--- src/rtl/snoop_pkg.sv ---
// Shared snoop-protocol definitions: message layout, op codes, line states.
package snoop_pkg;

   localparam int unsigned ID_W       = 2;
   localparam int unsigned OP_W       = 2;
   localparam int unsigned MSG_ADDR_W = 3;
   localparam int unsigned DATA_W     = 8;
   localparam int unsigned IDX_W      = 2;
   localparam int unsigned MSG_W      = ID_W + OP_W + MSG_ADDR_W + DATA_W;

   typedef enum logic [OP_W-1:0] {
      OP_NONE       = 2'b00,
      OP_READ_MISS  = 2'b01,
      OP_WRITE_MISS = 2'b10,
      OP_INVALIDATE = 2'b11
   } op_e;

   // Code 11 is unused and behaves as invalid.
   typedef enum logic [1:0] {
      ST_I = 2'b00,
      ST_S = 2'b01,
      ST_M = 2'b10,
      ST_X = 2'b11
   } lstate_e;

   typedef enum logic [1:0] {
      FSM_IDLE    = 2'b00,
      FSM_LOOKUP  = 2'b01,
      FSM_RESPOND = 2'b10,
      FSM_UPDATE  = 2'b11
   } fsm_e;

   // Bus message: [14:13] source, [12:11] op, [10:8] address, [7:0] data.
   typedef struct packed {
      logic [ID_W-1:0]       src;
      op_e                   op;
      logic [MSG_ADDR_W-1:0] addr;
      logic [DATA_W-1:0]     data;
   } msg_t;

   typedef struct packed {
      lstate_e           state;
      logic              tag;
      logic [DATA_W-1:0] data;
   } line_t;

   function automatic logic line_valid(input lstate_e s);
      return (s == ST_S) || (s == ST_M);
   endfunction

endpackage

--- src/rtl/snoop_responder_if.sv ---
// Broadcast-bus side of the snoop responder.
interface snoop_responder_if;
   import snoop_pkg::*;

   logic [MSG_W-1:0]      bus_IN;
   logic [MSG_W-1:0]      bus_R_OUT;
   logic                  resp_valid;
   logic                  resp_ready;
   logic                  write_back;
   logic [MSG_ADDR_W-1:0] wb_tag;
   logic [DATA_W-1:0]     wb_data;
   logic                  snoop_busy;

   modport master (
      output bus_IN, resp_ready,
      input  bus_R_OUT, resp_valid, write_back, wb_tag, wb_data, snoop_busy
   );

   modport slave (
      input  bus_IN, resp_ready,
      output bus_R_OUT, resp_valid, write_back, wb_tag, wb_data, snoop_busy
   );
endinterface

--- src/rtl/snoop_state_table.sv ---
// Snoop line array: full-line processor write port plus state-only snoop write port.
module snoop_state_table
   import snoop_pkg::*;
#(
   parameter int unsigned NLINES = 4
) (
   input  logic             clock,
   input  logic             reset_n,
   input  logic             cpu_we,
   input  logic [IDX_W-1:0] cpu_idx,
   input  line_t            cpu_line,
   input  logic             snp_we,
   input  logic [IDX_W-1:0] snp_idx,
   input  lstate_e          snp_state,
   input  logic [IDX_W-1:0] rd_idx,
   output line_t            rd_line_c
);

   line_t lines [NLINES];

   // Both ports may write in one cycle; the caller keeps them on different indices.
   always_ff @(posedge clock or negedge reset_n) begin
      if (!reset_n) begin
         for (int i = 0; i < int'(NLINES); i++) lines[i] <= '0;
      end else begin
         if (cpu_we) lines[cpu_idx] <= cpu_line;
         if (snp_we) lines[snp_idx].state <= snp_state;
      end
   end

   // Lookup sees only contents registered before the current edge.
   assign rd_line_c = lines[rd_idx];

endmodule

--- src/rtl/snoop_responder.sv ---
// Snoop responder: looks up bus messages, supplies M data, downgrades/invalidates lines.
module snoop_responder
   import snoop_pkg::*;
#(
   parameter int unsigned NLINES = 4,
   parameter int unsigned ADDR_W = 3
) (
   input  logic              clock,
   input  logic              reset_n,
   input  logic [ID_W-1:0]   ID,
   input  logic              cpu_wr,
   input  logic [IDX_W-1:0]  cpu_idx,
   input  logic [1:0]        cpu_state,
   input  logic              cpu_tag,
   input  logic [DATA_W-1:0] cpu_data,
   output logic              cpu_retry,
   snoop_responder_if.slave  bus
);

   fsm_e                  fsm;
   op_e                   cur_op;
   logic [ADDR_W-1:0]     cur_addr;
   logic                  pend_vld;
   op_e                   pend_op;
   logic [ADDR_W-1:0]     pend_addr;

   msg_t                  in_msg;
   logic                  snooped;
   logic                  holding;
   logic [IDX_W-1:0]      cur_idx;
   line_t                 rd_line;
   logic                  hit;
   logic                  cpu_we;
   line_t                 cpu_line;
   lstate_e               snp_state;
   logic                  unused_in_data;

   assign in_msg         = msg_t'(bus.bus_IN);
   assign unused_in_data = ^in_msg.data;
   assign snooped        = (in_msg.op != OP_NONE) && (in_msg.src != ID);
   assign holding        = (fsm != FSM_IDLE);
   assign cur_idx        = cur_addr[IDX_W-1:0];
   assign hit            = line_valid(rd_line.state) && (rd_line.tag == cur_addr[ADDR_W-1]);

   // Snoop side wins any collision on the index it is holding.
   assign cpu_retry = cpu_wr && holding && (cpu_idx == cur_idx);
   assign cpu_we    = cpu_wr && !cpu_retry;
   assign cpu_line  = '{state: lstate_e'(cpu_state), tag: cpu_tag, data: cpu_data};
   assign snp_state = (cur_op == OP_READ_MISS) ? ST_S : ST_I;

   // Write-back strobe is exactly the response handshake cycle.
   assign bus.write_back = bus.resp_valid & bus.resp_ready;
   assign bus.snoop_busy = pend_vld;

   snoop_state_table #(.NLINES(NLINES)) u_table (
      .clock     (clock),
      .reset_n   (reset_n),
      .cpu_we    (cpu_we),
      .cpu_idx   (cpu_idx),
      .cpu_line  (cpu_line),
      .snp_we    (fsm == FSM_UPDATE),
      .snp_idx   (cur_idx),
      .snp_state (snp_state),
      .rd_idx    (cur_idx),
      .rd_line_c (rd_line)
   );

   // Snoop FSM, pending buffer and registered response outputs.
   always_ff @(posedge clock or negedge reset_n) begin
      if (!reset_n) begin
         fsm            <= FSM_IDLE;
         cur_op         <= OP_NONE;
         cur_addr       <= '0;
         pend_vld       <= 1'b0;
         pend_op        <= OP_NONE;
         pend_addr      <= '0;
         bus.resp_valid <= 1'b0;
         bus.bus_R_OUT  <= '0;
         bus.wb_tag     <= '0;
         bus.wb_data    <= '0;
      end else begin
         case (fsm)
            FSM_IDLE: begin
               if (pend_vld) begin
                  cur_op   <= pend_op;
                  cur_addr <= pend_addr;
                  pend_vld <= 1'b0;
                  fsm      <= FSM_LOOKUP;
               end else if (snooped) begin
                  cur_op   <= in_msg.op;
                  cur_addr <= ADDR_W'(in_msg.addr);
                  fsm      <= FSM_LOOKUP;
               end
            end
            FSM_LOOKUP: begin
               if (hit && rd_line.state == ST_M &&
                   (cur_op == OP_READ_MISS || cur_op == OP_WRITE_MISS)) begin
                  bus.resp_valid <= 1'b1;
                  bus.bus_R_OUT  <= MSG_W'({ID, OP_READ_MISS, cur_addr, rd_line.data});
                  bus.wb_tag     <= MSG_ADDR_W'(cur_addr);
                  bus.wb_data    <= rd_line.data;
                  fsm            <= FSM_RESPOND;
               end else if (hit && rd_line.state == ST_S &&
                            (cur_op == OP_WRITE_MISS || cur_op == OP_INVALIDATE)) begin
                  fsm <= FSM_UPDATE;
               end else begin
                  fsm <= FSM_IDLE;
               end
            end
            FSM_RESPOND: begin
               if (bus.resp_ready) begin
                  bus.resp_valid <= 1'b0;
                  bus.bus_R_OUT  <= '0;
                  fsm            <= FSM_UPDATE;
               end
            end
            FSM_UPDATE: fsm <= FSM_IDLE;
            default:    fsm <= FSM_IDLE;
         endcase

         // Messages arriving while busy are parked once; extras are dropped.
         if (holding && snooped && !pend_vld) begin
            pend_vld  <= 1'b1;
            pend_op   <= in_msg.op;
            pend_addr <= ADDR_W'(in_msg.addr);
         end
      end
   end

endmodule
--- src/flat_wrapper.sv ---
// flat-port wrapper written by rule: the top's interface ports become plain ports
module snoop_responder_flat import snoop_pkg::*;
#(
   parameter int unsigned NLINES = 4,
   parameter int unsigned ADDR_W = 3
)
  (clock, reset_n, ID, cpu_wr, cpu_idx, cpu_state, cpu_tag, cpu_data, cpu_retry, bus_bus_IN, bus_resp_ready, bus_bus_R_OUT, bus_resp_valid, bus_write_back, bus_wb_tag, bus_wb_data, bus_snoop_busy);
  snoop_responder_if bus_i ();
  input  logic clock;
  input  logic reset_n;
  input  logic [ID_W-1:0] ID;
  input  logic cpu_wr;
  input  logic [IDX_W-1:0] cpu_idx;
  input  logic [1:0] cpu_state;
  input  logic cpu_tag;
  input  logic [DATA_W-1:0] cpu_data;
  output logic cpu_retry;
  input wire logic [$bits(bus_i.bus_IN)-1:0] bus_bus_IN;
  input wire logic [$bits(bus_i.resp_ready)-1:0] bus_resp_ready;
  output wire logic [$bits(bus_i.bus_R_OUT)-1:0] bus_bus_R_OUT;
  output wire logic [$bits(bus_i.resp_valid)-1:0] bus_resp_valid;
  output wire logic [$bits(bus_i.write_back)-1:0] bus_write_back;
  output wire logic [$bits(bus_i.wb_tag)-1:0] bus_wb_tag;
  output wire logic [$bits(bus_i.wb_data)-1:0] bus_wb_data;
  output wire logic [$bits(bus_i.snoop_busy)-1:0] bus_snoop_busy;
  assign bus_i.bus_IN = bus_bus_IN;
  assign bus_i.resp_ready = bus_resp_ready;
  assign bus_bus_R_OUT = bus_i.bus_R_OUT;
  assign bus_resp_valid = bus_i.resp_valid;
  assign bus_write_back = bus_i.write_back;
  assign bus_wb_tag = bus_i.wb_tag;
  assign bus_wb_data = bus_i.wb_data;
  assign bus_snoop_busy = bus_i.snoop_busy;
  snoop_responder #(.NLINES(NLINES), .ADDR_W(ADDR_W)) u_core (.clock(clock), .reset_n(reset_n), .ID(ID), .cpu_wr(cpu_wr), .cpu_idx(cpu_idx), .cpu_state(cpu_state), .cpu_tag(cpu_tag), .cpu_data(cpu_data), .cpu_retry(cpu_retry), .bus(bus_i));
endmodule
--- config.mk ---
export PLATFORM = sky130hd
export DESIGN_NAME = snoop_responder_flat
export DESIGN_NICKNAME = d
export VERILOG_FILES = /design/src/rtl/snoop_pkg.sv /design/src/rtl/snoop_responder_if.sv /design/src/rtl/snoop_state_table.sv /design/src/rtl/snoop_responder.sv /design/src/flat_wrapper.sv
export SDC_FILE = /design/constraint.sdc
export NUM_CORES = 1
export LEC_CHECK = 0
export CAP_MARGIN = 20
export CORE_AREA = 3 3 93 95
export CTS_CLUSTER_SIZE = 30
export DETAILED_ROUTE_END_ITERATION = 8
export DIE_AREA = 0 0 96 98
export GPL_TIMING_DRIVEN = 0
export PLACE_DENSITY = 0.79
export SYNTH_ARGS = -nofsm -noshare
export SYNTH_HDL_FRONTEND = slang
export SYNTH_SLANG_ARGS = --single-unit
--- constraint.sdc ---
create_clock -name clock -period 8.5 [get_ports clock]
set_input_delay 0.85 -clock clock [delete_from_list [all_inputs] [get_ports clock]]
set_output_delay 0.85 -clock clock [all_outputs]
set_load 0.01 [all_outputs]
==> metrics, run 1 <==
Buf/Inv on CP 2; Sequential Power Share approximately two fifths; synthesized flop and latch total 82; CP max stage delay approximately 0.57 ns; drt pass-1 iters 4; RSZ-0062 raised after global routing no; Initial Util 50.2%; CP top delay family buffers and inverters; register area share after synthesis 52.3%; clock-pin transition on the worst setup and hold timing paths 0.08 ns; via count about 2.6k; Worst EP arrival 2.32 ns; share of the synthesized area in the top cell type 52.3%; Die W 96 microns; Port Buf Inserts 54; clock latency on the worst-skew pair ~0.35 ns; global placement routability congestion 0.841; Int Pwr 0.00109 W; area leader, netlist dfrtp_1; NetSw 0.000576 W; Max Freq 0.315 GHz; nets 406; GRT Util Overall 18.1%; Netlist cell types 46; Max Root-Sink Buffers 2; core box area 7810 sq um; CP most frequent cell clkdlybuf4s50_1; peak supply drop 116 uV; vias per cell 5.49; postcts setup bufs 0; Post-Route WL approximately 7900 microns; final core utilization 61.5%; Cells after Synth approximately 300; Final HPWL DP 5760 microns; DRT antenna net count 0; final hold violations 0; CTS Hold Bufs 0; Inserted Diodes 0; Row Count 32; Leak between 2 and 2.5 nW; post-cts repair resize count 0; critical path cell sequence clkdlybuf4s50_1 -> xnor2_1 -> nand2_1 -> nor3_1 -> clkdlybuf4s50_1; Startpoint Class input pin; crit path max fanout 5; Worst Setup End Kind primary output; Critical Path RT between 7 and 8 ns; Top-Level Pins 64; switching share of power 34.6%; H-tree depth 3; DRC 0; Die ar. 9410 sq um; Tcrit/Tclk final 37.3%; Max Slew Vio Count 0; status finished clean; Post-Syn Area per Cell 13.0 sq um; Synth async-reset ratio 100%; fin crit period 3.17 ns; # setup viols final 0; combinational power share 44.0%; layout cells sized above 1 26.9%; Slew headroom 65.4%; final setup TNS 0 ns; EDFF count, synth 0; Max-cap violations 0; Clock Power Share 16.8%; Synth Warn # 0; clock skew ~0.0084 ns; Slowest-stage cell, CP clkdlybuf4s50_1; Synthesized Nets 340; Vert. Die Dim a little under 100 microns; Slew @ Worst Pin around 0.52 ns; top_reg_cell synth dfrtp_1; crit path kind input pin to primary output; TritonCTS Buffers 9; GRT Residual Overflow 0; DR iter-0 viols 119; clock sink count 82; root buf cell clkbuf_8; largest net degree at the start of global routing 43; CTS tree built; largest cells by area after synthesis dfrtp_1 (52%), mux2_2 (13%), mux2i_1 (4.1%), mux4_1 (3.3%), mux4_2 (2.9%); worst min-delay path category input pin to asynchronous set/reset pin; Routed WL per cell 16.6 microns; Layout area overhead 22.4%; first-pass GRT wire length about 13,000 microns; initial antenna violation count 0; PwrDens 347 nW/um^2; cell area after synthesis 3920 sq um; number of global-route vias before repair 2,652
==> synth_stat cells, drive strengths merged (2+ instances only) <==
master and n:
dfrtp 82, mux2 46, o21ai 25, buf 17
inv 17, mux2i 17, nand2 17, o211ai 12
mux4 10, nor2 8, ha 5, nor3 5
a21oi 3, and2 3, and3b 3, clkbuf 3
nand3b 3, nor3b 3, xnor2 3, nor2b 2
o2111ai 2, o21a 2
==> path summary, 6_finish.rpt <==
path	slack (ns)	depth (start not counted)	end	startpoint
setup / recovery	5.33	5	cpu_retry	cpu_idx[0]
hold / removal	0.46	1	u_core.pend_addr[2]	reset_n
setup reg to reg	5.39	10	u_core.bus.bus_R_OUT[0]	u_core.cur_addr[0]
hold reg to reg	0.50	1	flip-flop	flip-flop
max in group asynchronous	7.44	2	u_core.u_table.lines[21]	reset_n
min in group clock	0.50	1	flip-flop	flip-flop
==> cells by family after synthesis <==
family	synth area share, %
adders and majority gates	1.59
muxes	24.2
and+or+nand+nor	6.54
DFF	52.3
other	0.0956
buffers and inverters	4.98
xor gates and xnor gates	0.893
AOI/OAI and AO/OA	9.41
==> power by group through the flow <==
stage / logic, W / clock network [W] / registers (W)
2_1_floorplan: 0.000471 / 0 / 0.000658
3_3_place_gp: 0.000715 / 0 / 0.000651
3_5_place_dp: 0.000738 / 0 / 0.000662
4_1_cts: 0.000741 / 0.000282 / 0.000655
5_1_grt: 0.000804 / 0.000301 / 0.000674
6_report: 0.000732 / 0.000279 / 0.000655
==> cells in the final DEF (no fill, tap or decap), types with 9 or more instances in the layout <==
cell and count:
dfrtp_1 82, clkdlybuf4s50_1 53, mux2_2 45, inv_1 17
nand2_1 17, mux2i_1 16, o211ai_1 11, buf_2 9
o21ai_1 9, o21ai_2 9, clkbuf_8 9
==> layer usage <==
metal | vias to the layer above | routed length [microns] | track usage, %
met5 | - | 0 | 0
met4 | 0 | 140 | 6.89
met3 | 11 | 344 | 2.70
met2 | 71 | 3720 | 27.7
met1 | 1301 | 3670 | 26.1
li1 | 1219 | - | -
==> through the flow <==
stage          area [sq um]  hold slack, ns  power [W]  setup WS [ns]  instances
2_1_floorplan          3920           0.471    0.00113           5.78        301
3_3_place_gp           4590           0.479    0.00137           3.83        457
3_5_place_dp           4610           0.488    0.00140           5.34        458
4_1_cts                4800           0.482    0.00168           5.32        474
5_1_grt                4800           0.506    0.00178           5.17        474
6_report               4800           0.461    0.00167           5.33        474
==> layout make-up <==
type / instances / area [sq um]
plain buffers: 20 / 131
clock buffers: 9 / 124
clock inverters: 7 / 70.1
fillers: 617 / 3010
inverters: 17 / 63.8
multi-input cells: 182 / 1680
flip-flops and latches: 82 / 2050
well taps: 102 / 128
repair buffers: 55 / 558
Note: power is estimated with default switching activity, not from simulation.
==> inputs of run 2 (changes only) <==
--- a/config.mk
+++ b/config.mk
@@ -6,10 +6,10 @@
 export NUM_CORES = 1
 export LEC_CHECK = 0
 export CAP_MARGIN = 20
-export CORE_AREA = 3 3 93 95
+export CORE_AREA = 3 3 95 97
 export CTS_CLUSTER_SIZE = 30
 export DETAILED_ROUTE_END_ITERATION = 8
-export DIE_AREA = 0 0 96 98
+export DIE_AREA = 0 0 98 100
 export GPL_TIMING_DRIVEN = 0
 export PLACE_DENSITY = 0.79
 export SYNTH_ARGS = -nofsm -noshare
==> constraint.sdc (replaced) <==
create_clock -name clock -period 2.9 [get_ports clock]
set_input_delay 0.29 -clock clock [delete_from_list [all_inputs] [get_ports clock]]
set_output_delay 0.29 -clock clock [all_outputs]
set_load 0.01 [all_outputs]
==> metrics, run 2 (synthesis gave the netlist of run 1 again) <==
status finished clean; GRT Util Overall 16.9%; Worst Setup End Kind flip-flop; Fillers 682; crit path max fanout 19; Top-Level Pins between 60 and 70; reg2reg end u_core.bus.bus_R_OUT[2]; Post-Route WL 7940 microns; Final Instance Area 4850 sq um; final hold violations 0; Routed WL per cell 16.6 microns; number of global-route vias before repair 2,628; global placement routability congestion between 0.7 and 0.8; layout cells sized above 1 26.5%; DRC 0; worst-case reg-to-reg path depth 8; switching share of power between 30% and 40%; R2R Path Start u_core.cur_addr[0]; most common cell after layout, fill and taps aside dfrtp_1; Layout area overhead 23.5%; clock sink count 82; Clock Power Share between 15 and 20%; non-filler instance count after layout 478; Startpoint Class flip-flop; initial antenna violation count 0; Leak 2.11 nW; crit path kind flip-flop to flip-flop; GRT Residual Overflow 0; clock skew 0.00781 ns; RSZ-0062 raised after global routing no; Row Count 33; Max Slew Vio Count 0; clock latency on the worst-skew pair 0.35 ns; drt pass-1 iters 4; nets a little over 400; Initial Util a little under half; H-tree depth 3; Area after DPL 4620 sq um; placed insts 461; root buf cell clkbuf_8; peak supply drop ~370 uV; TritonCTS Buffers 9; Critical Path RT roughly 3.2 ns; R2R setup slack 0.14 ns; Slew headroom 63.9%; PwrDens 1020 nW/um^2; via count 2,598; Setup crit start u_core.cur_addr[0]; Die W 98 microns; Tcrit/Tclk final 95.2%; Max-cap violations 0; Max Root-Sink Buffers 2; Int Pwr 0.00327 W; Sequential Power Share 38.8%; fin crit period around 2.8 ns; DRT antenna net count 0; # setup viols final 0; largest net degree at the start of global routing 53; most used cells in the layout excluding fill and tap cells dfrtp_1 (82), clkdlybuf4s50_1 (53), mux2_2 (45), inv_1 (17), nand2_1 (17); Die ar. 9800 sq um; NetSw 0.00167 W; clock-pin transition on the worst setup and hold timing paths 0.09 ns; worst min-delay path category input pin to asynchronous set/reset pin; core box area 8220 sq um; Slew @ Worst Pin 0.542 ns; Inserted Diodes 0; Vert. Die Dim 100 microns; DR iter-0 viols 136; vias per cell 5.44; Final HPWL DP 5830 microns; CTS tree built; Worst EP arrival 3.04 ns; Port Buf Inserts 54; crit path to u_core.bus.bus_R_OUT[2]; Max Freq between 0.3 and 0.4 GHz; first-pass GRT wire length 13,000 microns; combinational power share 43.9%
## run 2: changes by cell type in the layout (fill, tap and decap cells not counted), sizes merged
cell	previous run	this run
dlygate4sd3	0	1
clkinvlp	1	2
clkbuf	12	15
clkinv	5	1
## run 2: layer usage
layer | vias up | part of all wire [%] | wire (microns) | global-route usage (%)
li1 | 1208 | - | - | -
met1 | 1307 | 44 | 3510 | 22.3
met2 | 73 | 48 | 3830 | 27.5
met3 | 10 | 5.9 | 465 | 3.75
met4 | 0 | 1.6 | 125 | 6.71
met5 | - | 0 | 0 | 0
## run 2: worst min-delay path by stage
stage | start | endpoint | slack [ns]
after global placement | flip-flop | flip-flop | 0.48
after CTS | reset_n | u_core.bus.snoop_busy | 0.41
final | reset_n | u_core.bus.wb_data[2] | 0.42
after global routing | reset_n | u_core.bus.wb_data[2] | 0.44
after floorplan | reset_n | asynchronous set/reset pin | -0.006
after detailed placement | reset_n | u_core.bus.wb_data[2] | 0.25
## run 2: power groups by stage
stage                     sequential (W)  combinational (W)  clock (W)
after floorplan                  0.00193            0.00138          0
after global placement           0.00191            0.00209          0
after detailed placement         0.00194            0.00216          0
after CTS                        0.00192            0.00215   0.000871
after global routing             0.00197            0.00236   0.000923
final                            0.00192            0.00217   0.000857
## run 2: final cells by class
type / instances / area [sq um] / share of cell area, %
Tap cell: 105 / 131 / 2.71
Sequential cell: 82 / 2050 / 42.3
Inverter: 17 / 63.8 / 1.32
Timing Repair Buffer: 58 / 591 / 12.2
Multi-Input combinational cell: 182 / 1680 / 34.6
Clock inverter: 4 / 50.0 / 1.03
Clock buffer: 12 / 155 / 3.20
Buffer: 18 / 128 / 2.63
## run 2: worst max-delay path: stages, from the launching register on
cell and delay, ns:
dfrtp_1 0.41, buf_8 0.22, mux4_2 0.57, ha_1 0.34
or3b_1 0.40, mux2i_4 0.23, buf_4 0.22, o211ai_1 0.16
o21ai_1 0.13
## run 2: stage by stage
stage	hold slack (ns)	setup TNS [ns]	power [W]	setup slack, ns	util, %
floorplan	-0.00559	0	0.00331	0.176	-
detailed placement	0.253	-3.81	0.00410	-0.228	56.2
finish	0.420	0	0.00494	0.140	59.0
global placement	0.479	-102.74	0.00400	-1.23	55.9
CTS	0.411	0	0.00494	0.0183	58.7
global route	0.439	0	0.00525	0.0251	59.0
## run 2: timing repair
| item | CTS | global route |
|---|---|---|
| resized for setup | 0 | 3 |
| endpoints found under the hold margin | 30 | 0 |
| buffers inserted | 0 | 2 |
| setup endpoints to repair | 27 | 19 |
| hold buffers | 1 | 0 |
==> inputs of run 3 (changes only) <==
--- a/config.mk
+++ b/config.mk
@@ -6,10 +6,11 @@
 export NUM_CORES = 1
 export LEC_CHECK = 0
 export CAP_MARGIN = 20
-export CORE_AREA = 3 3 95 97
+export CORE_AREA = 2 2 94 96
 export CTS_CLUSTER_SIZE = 30
 export DETAILED_ROUTE_END_ITERATION = 8
-export DIE_AREA = 0 0 98 100
+export DIE_AREA = 0 0 96 98
+export GPL_ROUTABILITY_DRIVEN = 1
 export GPL_TIMING_DRIVEN = 0
 export PLACE_DENSITY = 0.79
 export SYNTH_ARGS = -nofsm -noshare
==> metrics, run 3 (synthesis gave the netlist of run 1 again) <==
layout cells sized above 1 26.5%; Tcrit/Tclk final a little over nine tenths; global placement routability congestion 0.865; Final Instance Area 4850 sq um; final setup TNS 0 ns; status finished clean; PwrDens between 1000 and 1500 nW/um^2; Post-Route WL 7830 microns; Die W 96 microns; most used cells in the layout excluding fill and tap cells dfrtp_1 (82), clkdlybuf4s50_1 (53), mux2_2 (45), inv_1 (17), nand2_1 (17); Top-Level Pins 64; drt pass-1 iters 4; Max Freq 0.365 GHz; GRT Util Overall 18.1%; Slew headroom approximately two thirds; Die ar. 9410 sq um; TritonCTS Buffers 9; Worst EP arrival 3.02 ns; Port Buf Inserts 54; crit path kind flip-flop to flip-flop; DR iter-0 viols 126; Vert. Die Dim 98 microns; Most Crowded Layer GR met2; core box area between 8000 and 9000 sq um; clock-pin transition on the worst setup and hold timing paths 0.08 ns; R2R setup slack 0.16 ns; # setup viols final 0; Startpoint Class flip-flop; Inserted Diodes 0; fin crit period 2.74 ns; crit path max fanout 19; GR Layer Usage met3 3.86%; Max Root-Sink Buffers 2; Max Slew Vio Count 0; met2 usage 28.5%; Leak between 2 and 2.5 nW; Fillers 694; final core utilization 57.3%; Initial Util a little under half; Routed WL per cell 16.3 microns; multi-input logic area roughly 1700 sq um; GR Util met1 24.1%; GRT Residual Overflow 0; FF/Latch Area 2050 sq um; worst min-delay path category input pin to asynchronous set/reset pin; nets between 400 and 500; Critical Path RT roughly 3.2 ns; largest net degree at the start of global routing 53; Slew @ Worst Pin 0.514 ns; Row Count 34; first-pass GRT wire length 12,900 microns; clock skew 0.0102 ns; root buf cell clkbuf_8; number of global-route vias before repair 2,611; DRC 0; vias per cell 5.43; clock sink count 82; most common cell after layout, fill and taps aside dfrtp_1; Area after DPL 4620 sq um; initial antenna violation count 0; RSZ-0062 raised after global routing no; Final HPWL DP around 5800 microns; Worst Setup End Kind flip-flop; via count 2,611; CTS tree built; Max-cap violations 0; final hold violations 0; DRT antenna net count 0; peak supply drop between 200 and 300 uV; H-tree depth 3; Layout area overhead 23.8%; clock latency on the worst-skew pair roughly 0.36 ns
run 3: cell counts in the layout (fill, tap and decap cells not counted):
No cell type changed its count.
run 3: metrics by stage:
step	instances	total power (W)	setup WS, ns	hold WS, ns
2_1_floorplan	301	0.00331	0.176	-0.00559
3_3_place_gp	463	0.00399	-1.19	0.479
3_5_place_dp	464	0.00409	-0.233	0.251
4_1_cts	479	0.00493	0.0106	0.410
5_1_grt	481	0.00528	0.0127	0.446
6_report	481	0.00494	0.164	0.408
run 3: worst paths after layout:
| path | startpoint | to | depth (start not counted) |
|---|---|---|---|
| max reg2reg | u_core.cur_addr[0] | u_core.bus.bus_R_OUT[3] | 9 |
| min in group clock | flip-flop | flip-flop | 1 |
| min reg2reg | flip-flop | flip-flop | 1 |
| max | u_core.cur_addr[0] | u_core.bus.bus_R_OUT[3] | 9 |
| max in group asynchronous | reset_n | u_core.cur_addr[1] | 3 |
| min | reset_n | u_core.bus.bus_R_OUT[1] | 2 |
run 3: worst max-delay path, cell delays in order, from the launching register on:
cell	delay [ns]
dfrtp_1	0.42
buf_12	0.20
mux4_2	0.56
inv_1	0.08
ha_1	0.26
or3b_1	0.40
mux2i_4	0.24
buf_4	0.23
o211ai_1	0.16
o21ai_1	0.12
run 3: timing repair:
action,CTS,global route
buffers inserted,0,2
resized for setup,0,4
hold buffers,1,0
endpoints found under the setup margin,27,20
endpoints found under the hold margin,30,0
gates cloned,0,0
run 3: area by class of cell:
| type | instances | share of cell area, % |
|---|---|---|
| Timing Repair Buffer | 58 | 12.2 |
| Sequential cell | 82 | 42.3 |
| Clock inverter | 4 | 1.03 |
| Inverter | 17 | 1.31 |
| Buffer | 18 | 2.73 |
| Multi-Input combinational cell | 182 | 34.5 |
| Clock buffer | 12 | 3.20 |
| Tap cell | 108 | 2.78 |
run 3: per-layer routing:
metal / share of wire (%) / up-vias
li1: - / 1211
met1: 45 / 1320
met2: 49 / 67
met3: 5.1 / 13
met4: 1.5 / 0
met5: 0 / -
run 3: report_power, final:
part | total (W) | internal (W) | switching (W)
logic | 0.00218 | 0.00120 | 0.000975
registers | 0.00192 | 0.00163 | 0.000287
clock network | 0.000845 | 0.000444 | 0.000402
